--- src/rtl/issue_buffer.sv ---
// In-order fetch-to-issue buffer: enqueues up to WIDTH leading valid lanes per cycle and
// dispatches up to WIDTH entries oldest-first, limited by ROB/RS credits, WFI halt and flush.

package issue_buffer_pkg;
    typedef struct packed {
        logic        valid;
        logic [31:0] inst;
        logic [31:0] NPC;
        logic [31:0] PC;
    } IF_ID_PACKET;

    localparam logic [31:0] WFI = 32'h1050_0073;
endpackage

module issue_buffer
    import issue_buffer_pkg::*;
#(
    parameter  int WIDTH = 2,
    parameter  int DEPTH = 8,
    localparam int CW    = $clog2(WIDTH + 1),
    localparam int NW    = $clog2(DEPTH + 1)
) (
    input  logic              clock,
    input  logic              reset,
    input  IF_ID_PACKET       if_packet_in    [WIDTH],
    input  logic              flush,
    input  logic [CW-1:0]     rob_credit,
    input  logic [CW-1:0]     rs_credit,
    output logic              stall_out,
    output IF_ID_PACKET       dispatch_packet [WIDTH],
    output logic [WIDTH-1:0]  dispatch_valid,
    output logic [CW-1:0]     dispatch_count,
    output logic [NW-1:0]     count,
    output logic              halted
);

    localparam int PW = $clog2(DEPTH);

    IF_ID_PACKET   mem_q [DEPTH];
    IF_ID_PACKET   mem_d [DEPTH];
    logic [PW-1:0] head_q, head_d;
    logic [PW-1:0] tail_q, tail_d;
    logic [NW-1:0] count_q, count_d;
    logic          halted_q, halted_d;

    logic [NW-1:0] free_slots;
    logic [CW-1:0] enq_n;
    logic [CW-1:0] deq_base;
    logic [CW-1:0] deq_n;
    logic          wfi_hit;
    logic          enq_run;
    logic          deq_stop;

    // A misbehaving ROB/RS may report more than WIDTH free slots; clamp it.
    function automatic logic [CW-1:0] sat_credit(input logic [CW-1:0] c);
        return (int'(c) > WIDTH) ? CW'(WIDTH) : c;
    endfunction

    function automatic logic [CW-1:0] min_cw(input logic [CW-1:0] a, input logic [CW-1:0] b);
        return (a < b) ? a : b;
    endfunction

    function automatic logic [CW-1:0] sat_occupancy(input logic [NW-1:0] occ);
        return (occ > NW'(WIDTH)) ? CW'(WIDTH) : CW'(occ);
    endfunction

    // Stall looks only at registered occupancy so credits never reach fetch combinationally.
    always_comb begin
        free_slots = NW'(DEPTH) - count_q;
        stall_out  = free_slots < NW'(WIDTH);
    end

    always_comb begin
        enq_n   = '0;
        enq_run = 1'b1;
        for (int i = 0; i < WIDTH; i++) begin
            if (enq_run && if_packet_in[i].valid) begin
                enq_n = enq_n + CW'(1);
            end else begin
                enq_run = 1'b0;
            end
        end
        if (stall_out || flush || reset) begin
            enq_n = '0;
        end
    end

    always_comb begin
        deq_base = min_cw(min_cw(sat_occupancy(count_q), sat_credit(rob_credit)),
                          sat_credit(rs_credit));
        deq_n    = '0;
        wfi_hit  = 1'b0;
        deq_stop = 1'b0;
        for (int i = 0; i < WIDTH; i++) begin
            dispatch_packet[i] = mem_q[head_q + PW'(i)];
            if (!deq_stop && (CW'(i) < deq_base)) begin
                deq_n = deq_n + CW'(1);
                // A WFI is the last lane released; younger lanes wait behind the halt.
                if (dispatch_packet[i].inst == WFI) begin
                    deq_stop = 1'b1;
                    wfi_hit  = 1'b1;
                end
            end
        end
        if (halted_q || flush || reset) begin
            deq_n   = '0;
            wfi_hit = 1'b0;
        end
        for (int i = 0; i < WIDTH; i++) begin
            dispatch_valid[i]        = CW'(i) < deq_n;
            dispatch_packet[i].valid = CW'(i) < deq_n;
        end
        dispatch_count = deq_n;
    end

    always_comb begin
        mem_d = mem_q;
        for (int i = 0; i < WIDTH; i++) begin
            if (CW'(i) < enq_n) begin
                mem_d[tail_q + PW'(i)] = if_packet_in[i];
            end
        end
    end

    always_comb begin
        head_d   = head_q + PW'(deq_n);
        tail_d   = tail_q + PW'(enq_n);
        count_d  = count_q + NW'(enq_n) - NW'(deq_n);
        halted_d = halted_q | wfi_hit;
        if (flush) begin
            head_d   = '0;
            tail_d   = '0;
            count_d  = '0;
            halted_d = 1'b0;
        end
    end

    always_ff @(posedge clock) begin
        if (reset) begin
            head_q   <= '0;
            tail_q   <= '0;
            count_q  <= '0;
            halted_q <= 1'b0;
        end else begin
            head_q   <= head_d;
            tail_q   <= tail_d;
            count_q  <= count_d;
            halted_q <= halted_d;
        end
    end

    // Entry storage carries no reset; occupancy alone decides what is live.
    always_ff @(posedge clock) begin
        mem_q <= mem_d;
    end

    assign count  = count_q;
    assign halted = halted_q;

endmodule

--- config.mk ---
export PLATFORM = sky130hd
export DESIGN_NAME = issue_buffer
export DESIGN_NICKNAME = d
export VERILOG_FILES = /design/src/rtl/issue_buffer.sv
export SDC_FILE = /design/constraint.sdc
export NUM_CORES = 2
export LEC_CHECK = 0
export ABC_AREA = 1
export CAP_MARGIN = 0
export CORE_MARGIN = 2
export CORE_UTILIZATION = 40
export CTS_CLUSTER_DIAMETER = 200
export CTS_CLUSTER_SIZE = 8
export DETAILED_ROUTE_END_ITERATION = 8
export GPL_ROUTABILITY_DRIVEN = 1
export GPL_TIMING_DRIVEN = 1
export MAX_ROUTING_LAYER = met4
export SYNTH_ARGS = -nofsm -noshare
export SYNTH_HDL_FRONTEND = slang
export SYNTH_SLANG_ARGS = --single-unit
--- constraint.sdc ---
create_clock -name clock -period 3.3 [get_ports clock]
set_clock_uncertainty 0.15 [all_clocks]
set_input_delay 0.33 -clock clock [delete_from_list [all_inputs] [get_ports clock]]
set_output_delay 0.33 -clock clock [all_outputs]
set_load 0.02 [all_outputs]
Yosys cells after proc, flatten, opt, wreduce, memory -nomap -nowiden
Cells that the tools add are included.
- mux-type cells: 31
- order comparisons: 18
- add/sub/neg operators: 9
- equal/unequal tests: 2
- bitwise logic cells: 5
- reductions and logical operators: 10
- operators by type and width (cell ; count):
    776-bit bitwise mux ; 2
    776-bit two-way mux ; 2
    97-bit binary-select mux with 3-bit select ; 2
    97-bit demux with 3-bit select ; 2
    96-bit two-way mux ; 4
    97-bit two-way mux ; 2
    32-bit by 29-bit == test with 1-bit output (second input constant) ; 2
    2-bit two-way mux ; 9
    4-bit >= comparator (second input constant) ; 4
    3-bit NOT with 4-bit output ; 4
    1-bit by 2-bit less-than comparator with 1-bit output (first input constant) ; 6
    4-bit by 1-bit less-than comparator with 1-bit output (second input constant) ; 2
    1-bit two-way mux ; 8
    3-bit by 1-bit adder with 3-bit output (second input constant) ; 2
    3-bit by 2-bit adder with 3-bit output ; 2
    2-bit by 1-bit adder with 2-bit output (second input constant) ; 2
    4-bit by 2-bit adder with 4-bit output ; 1
    2-bit > comparator (second input constant) ; 2
    4-bit by 2-bit > comparator with 1-bit output (second input constant) ; 1
    1-bit logical AND ; 4
    1-bit logical OR ; 4
    2-bit less-than comparator ; 2
    4-bit by 2-bit less-than comparator with 1-bit output (second input constant) ; 1
    4-bit by 2-bit subtractor with 4-bit output ; 1
    other kinds (4) ; 4
- input bits: 201
- output and inout port bits: 204
- logic and storage cells: 111
- register bits: 787

Logic depth before layout (Yosys ltp)
- depth in word-level cells: 13
- gate-level depth with buffers: 22
- depth with buffers taken out: 20

Least setup slack after synthesis
Ideal clock, no wire load.
- path type: reg2reg
- start point: reg head_q[0]
- end point: reg count_q[3], in the netlist count[3]
- clock period less this slack: 3.615 ns
- arrival time: 3.395 ns
- required time: 3.080 ns
- slack: -0.315 ns
- cell stages (with the launch flop): 23
- path buffers: 2
- setup time: 0.070 ns
- cell sequence: dfxtp_1 -> buf_2 -> inv_2 -> clkbuf_1 -> nand2_1 -> nand3_1 -> nand2_1 -> nand2_1 -> nand2_1 -> nand2_1 -> nor2_1 -> nand2_1 -> nor2_1 -> nand2_1 -> nand2_1 -> nor2_1 -> inv_1 -> fa_1 -> ha_1 -> a21o_1 -> a21oi_1 -> o21ai_0 -> a21oi_1
- RTL lines (what ; RTL line ; text):
    start: declaration ; 41 ; logic [PW-1:0] head_q, head_d;
    start signal: assignment ; 140 ; head_q <= '0;
    start signal: assignment ; 145 ; head_q <= head_d;
    end signal: assignment ; 147 ; count_q <= count_d;
    end: declaration ; 43 ; logic [NW-1:0] count_q, count_d;

Worst setup path in the final report
- start point: reg head_q[0]
- end point: out dispatch_count[0]
- cells in the longest elaborated chain, start to end: 11
- RTL lines (what ; RTL line ; text):
    3-bit NOT with 4-bit output (implied by the code) ; 95 ; dispatch_packet[i] = mem_q[head_q + PW'(i)];
    97-bit binary-select mux with 3-bit select ; 95 ;
    96-bit two-way mux (implied by the code) (2 in a row) ; 95 ;
    32-bit by 29-bit == test with 1-bit output ; 99 ; if (dispatch_packet[i].inst == WFI) begin
    1-bit two-way mux ; 99 ;
    1-bit two-way mux ; 96 ; if (!deq_stop && (CW'(i) < deq_base)) begin
    1-bit zero test ; 96 ;
    1-bit logical AND ; 96 ;
    2-bit two-way mux ; 96 ;
    2-bit two-way mux ; 105 ; if (halted_q || flush || reset) begin
    end: declaration ; 32 ; output logic [CW-1:0] dispatch_count,
Every way passes these cells. The select of a mux whose other input is x is not followed.

==> results.yml <==
power_and_ir_drop:
  totalPowerFinal_mw: 30.83
  leakagePower_nw: 30.19
  powerDensity_nw_per_um2: 511.7
  ir_drop_v: 0.0004207
setup_path:
  r2r-end: "count[3]"
  ff2ff_setup_slack_ns: -0.26
  crit_fanout: 7
  crit_path_end: "dispatch_count[0]"
  cp-start-kind: "flip-flop"
  critPathLaunch: "head_q[0]"
  worstSetupPathType: "flip-flop to output port"
  r2r_start: "head_q[0]"
  cp.required_ns: 2.82
  worstPathArrival_ns: 3.14
  crit_path_end_kind: "output port"
  reg2reg_depth: 23
yosys:
  synth_edf_count: 0
  syn_avg_cell_area_um2: 6.019
  synth.distinct_cells: 35
  ys_warn_count: 0
  async_reset_ff_frac: 0
  ys_seq_area_frac: 0.3272
  synth_ff_type: "dfxtp_1"
  synth_nets: 8140
  synthCells: 7920
  ys_seq_elements: 779
  synth.cell_area_um2: 47670
route:
  wl_per_cell_um: 21.83
  drtIter0Drc: 7421
  ant_nets: 0
  via_per_inst: 5.756
  wirelength_mm: 212.5
  vias: 56030
  drt-pass1-iter-count: 6
  drc: 0
clock_network:
  cts_tree: "yes"
  htree_levels: 3
  insertion_delay_ns: 0.69
  cts-root-buf: "clkbuf_16"
  cts_made_buffers: 107
  holdBufCountCts: 0
  clkSlewWorstSetupHoldPaths_ns: 0.06
  cts_buffer_depth: 3
  cts_sinks: 779
sta:
  finalSetupViolCount: 120
  finalHoldViolCount: 0
  max_slew_margin: 0.2278
  fmax_ghz: 0.2760
  drv_slew: 0
  setup_slack_ns: -0.3231
  worstMarginPinSlew_ns: 1.158
  rsz0062_at_grt: "yes"
  final.min_clock_period_ns: 3.623
  fin_crit_sh: 1.098
flow_run:
  drv_cap: 0
floorplanning:
  rows: 126
  start_util: 0.4037
  io_pins: 405
  die_w_um: 349.2
  fp.dieH_um: 349.2
  dieArea_um2: 121900
  coreArea_um2: 118100
global_routing:
  grt_usage: 0.3337
  grt_pass1_wl_mm: 308.7
  grt_pass1_vias: 50230
  grt-ovfl-total: 0
  antenna_found_initial: 10
  grt_max_degree: 143
layout:
  drive_gt1_frac: 0.1060
  regArea_um2: 15600
  postLayoutCoreUtil: 0.5103
  multi_input_area_um2: 26600
  final_cell_mix: "nand2_1, inv_1, dfxtp_1"
  fill_cells: 11760
  final_nets: 8402
  areaGrowthSynthToFinish_pct: 26.42
  fin_area_um2: 60260
  layout_commonest_cell: "nand2_1"
run_status:
  violations: "negative setup slack"
  outcome: "finished with violations"
placement:
  gp_congestion: 0.9063
  place_hpwl_mm: 120.1
  port_buffers: 404
  pre_cts_ws_ns: -0.3420
  placed_area_um2: 54600
hold_path:
  min_path_type: "input pin to flip-flop"
metal layers:
layer,up-vias,global-route usage,share of wire
li1,26490,-,-
met5,-,-,0
met2,3222,0.5162,0.45
met1,25800,0.4373,0.41
met4,0,0.1422,0.040
met3,517,0.04226,0.098
cells by family after synthesis:
family / after synthesis / share of synthesized area
and+or+nand+nor: 3389 / 0.2821
DFF: 779 / 0.3272
buffers and inverters: 1637 / 0.1322
xor gates and xnor gates: 8 / 0.001628
adders and majority gates: 19 / 0.005617
AOI/OAI and AO/OA: 2088 / 0.2513
critical path, stage by stage, from the launching register on:
cell and delay (ns):
dfxtp_4 0.38, buf_12 0.16, buf_12 0.13, buf_8 0.11, buf_6 0.12, nand2_1 0.06
nand3_1 0.08, nand3_1 0.09, o21ai_2 0.08, nand2_1 0.08, nor2_2 0.17, nand2_1 0.09
nor2_2 0.16, buf_6 0.15, nand2_4 0.07, buf_4 0.15, a21oi_4 0.15, buf_6 0.12
buf_6 0.10
what timing repair did:
item                       CTS  global route
pin swaps                   29            72
resized for setup          619           395
setup endpoints to repair  170           303
gates cloned                23            20
setup buffers               29            46
power by group:
group          total (mW)  switching, mW  internal (mW)
clock network        10.1           4.34           5.76
registers            11.1          0.528           10.6
logic                9.60           5.62           3.98
total                30.8           10.5           20.3
synthesized netlist by cell type, types with 2 or more instances:
| cell | n | area (µm²) |
|---|---|---|
| a21o_1 | 2 | 15.01 |
| nor2_1 | 708 | 2658 |
| clkbuf_2 | 37 | 185.2 |
| o22ai_1 | 478 | 2990 |
| a21oi_1 | 487 | 2437 |
| o211ai_1 | 145 | 1089 |
| o21ai_0 | 695 | 3478 |
| clkinv_1 | 3 | 11.26 |
| nor2_4 | 3 | 33.78 |
| nand2_1 | 2169 | 8142 |
| clkbuf_1 | 506 | 1899 |
| dfxtp_1 | 779 | 15590 |
| a31oi_1 | 195 | 1220 |
| xor2_1 | 4 | 35.03 |
| buf_2 | 78 | 390.4 |
| fa_1 | 4 | 80.08 |
| a221oi_1 | 84 | 735.7 |
| nand3_1 | 467 | 2337 |
| buf_4 | 3 | 22.52 |
| inv_1 | 938 | 3521 |
| xnor2_1 | 3 | 26.28 |
| nand4_1 | 35 | 219.0 |
| ha_1 | 15 | 187.7 |
| buf_1 | 71 | 266.5 |
through the flow:
step,TNS (ns),hold WS [ns],cells
global placement,-1.230,0.3154,9493
floorplan,-0.09109,0.2985,7920
detailed placement,-1.267,0.3154,9493
finish,-19.16,0.09149,9734
global route,-28.33,0.1035,9734
CTS,-24.08,0.05931,9662
area by class of cell:
class / instances / area share
tap: 1536 / 0.03189
multi-input combinational: 5504 / 0.4414
inverter: 942 / 0.05955
clock buffer: 111 / 0.04539
antenna: 8 / 0.0003322
sequential: 779 / 0.2589
timing repair inverter: 1 / 0.0001869
clock inverter: 6 / 0.001100
timing repair buffer: 847 / 0.1612
registers in the layout, summed over array words and instances (netlist names):
signal  cells
mem_q     768
tail_q      3
head_q      3
count       4
halted      1
worst min-delay path by stage:
stage            endpoint  cells after the start  slack [ns]              from
2_1_floorplan  mem_q[767]                      2        0.30        mem_q[767]
3_3_place_gp   mem_q[767]                      2        0.32        mem_q[767]
3_5_place_dp   mem_q[767]                      2        0.32        mem_q[767]
4_1_cts        mem_q[175]                      3        0.06  if_packet_in[78]
5_1_grt        mem_q[167]                      3        0.10  if_packet_in[70]
6_report       mem_q[167]                      3        0.09  if_packet_in[70]
No activity file was read; power rests on OpenSTA's default activity.
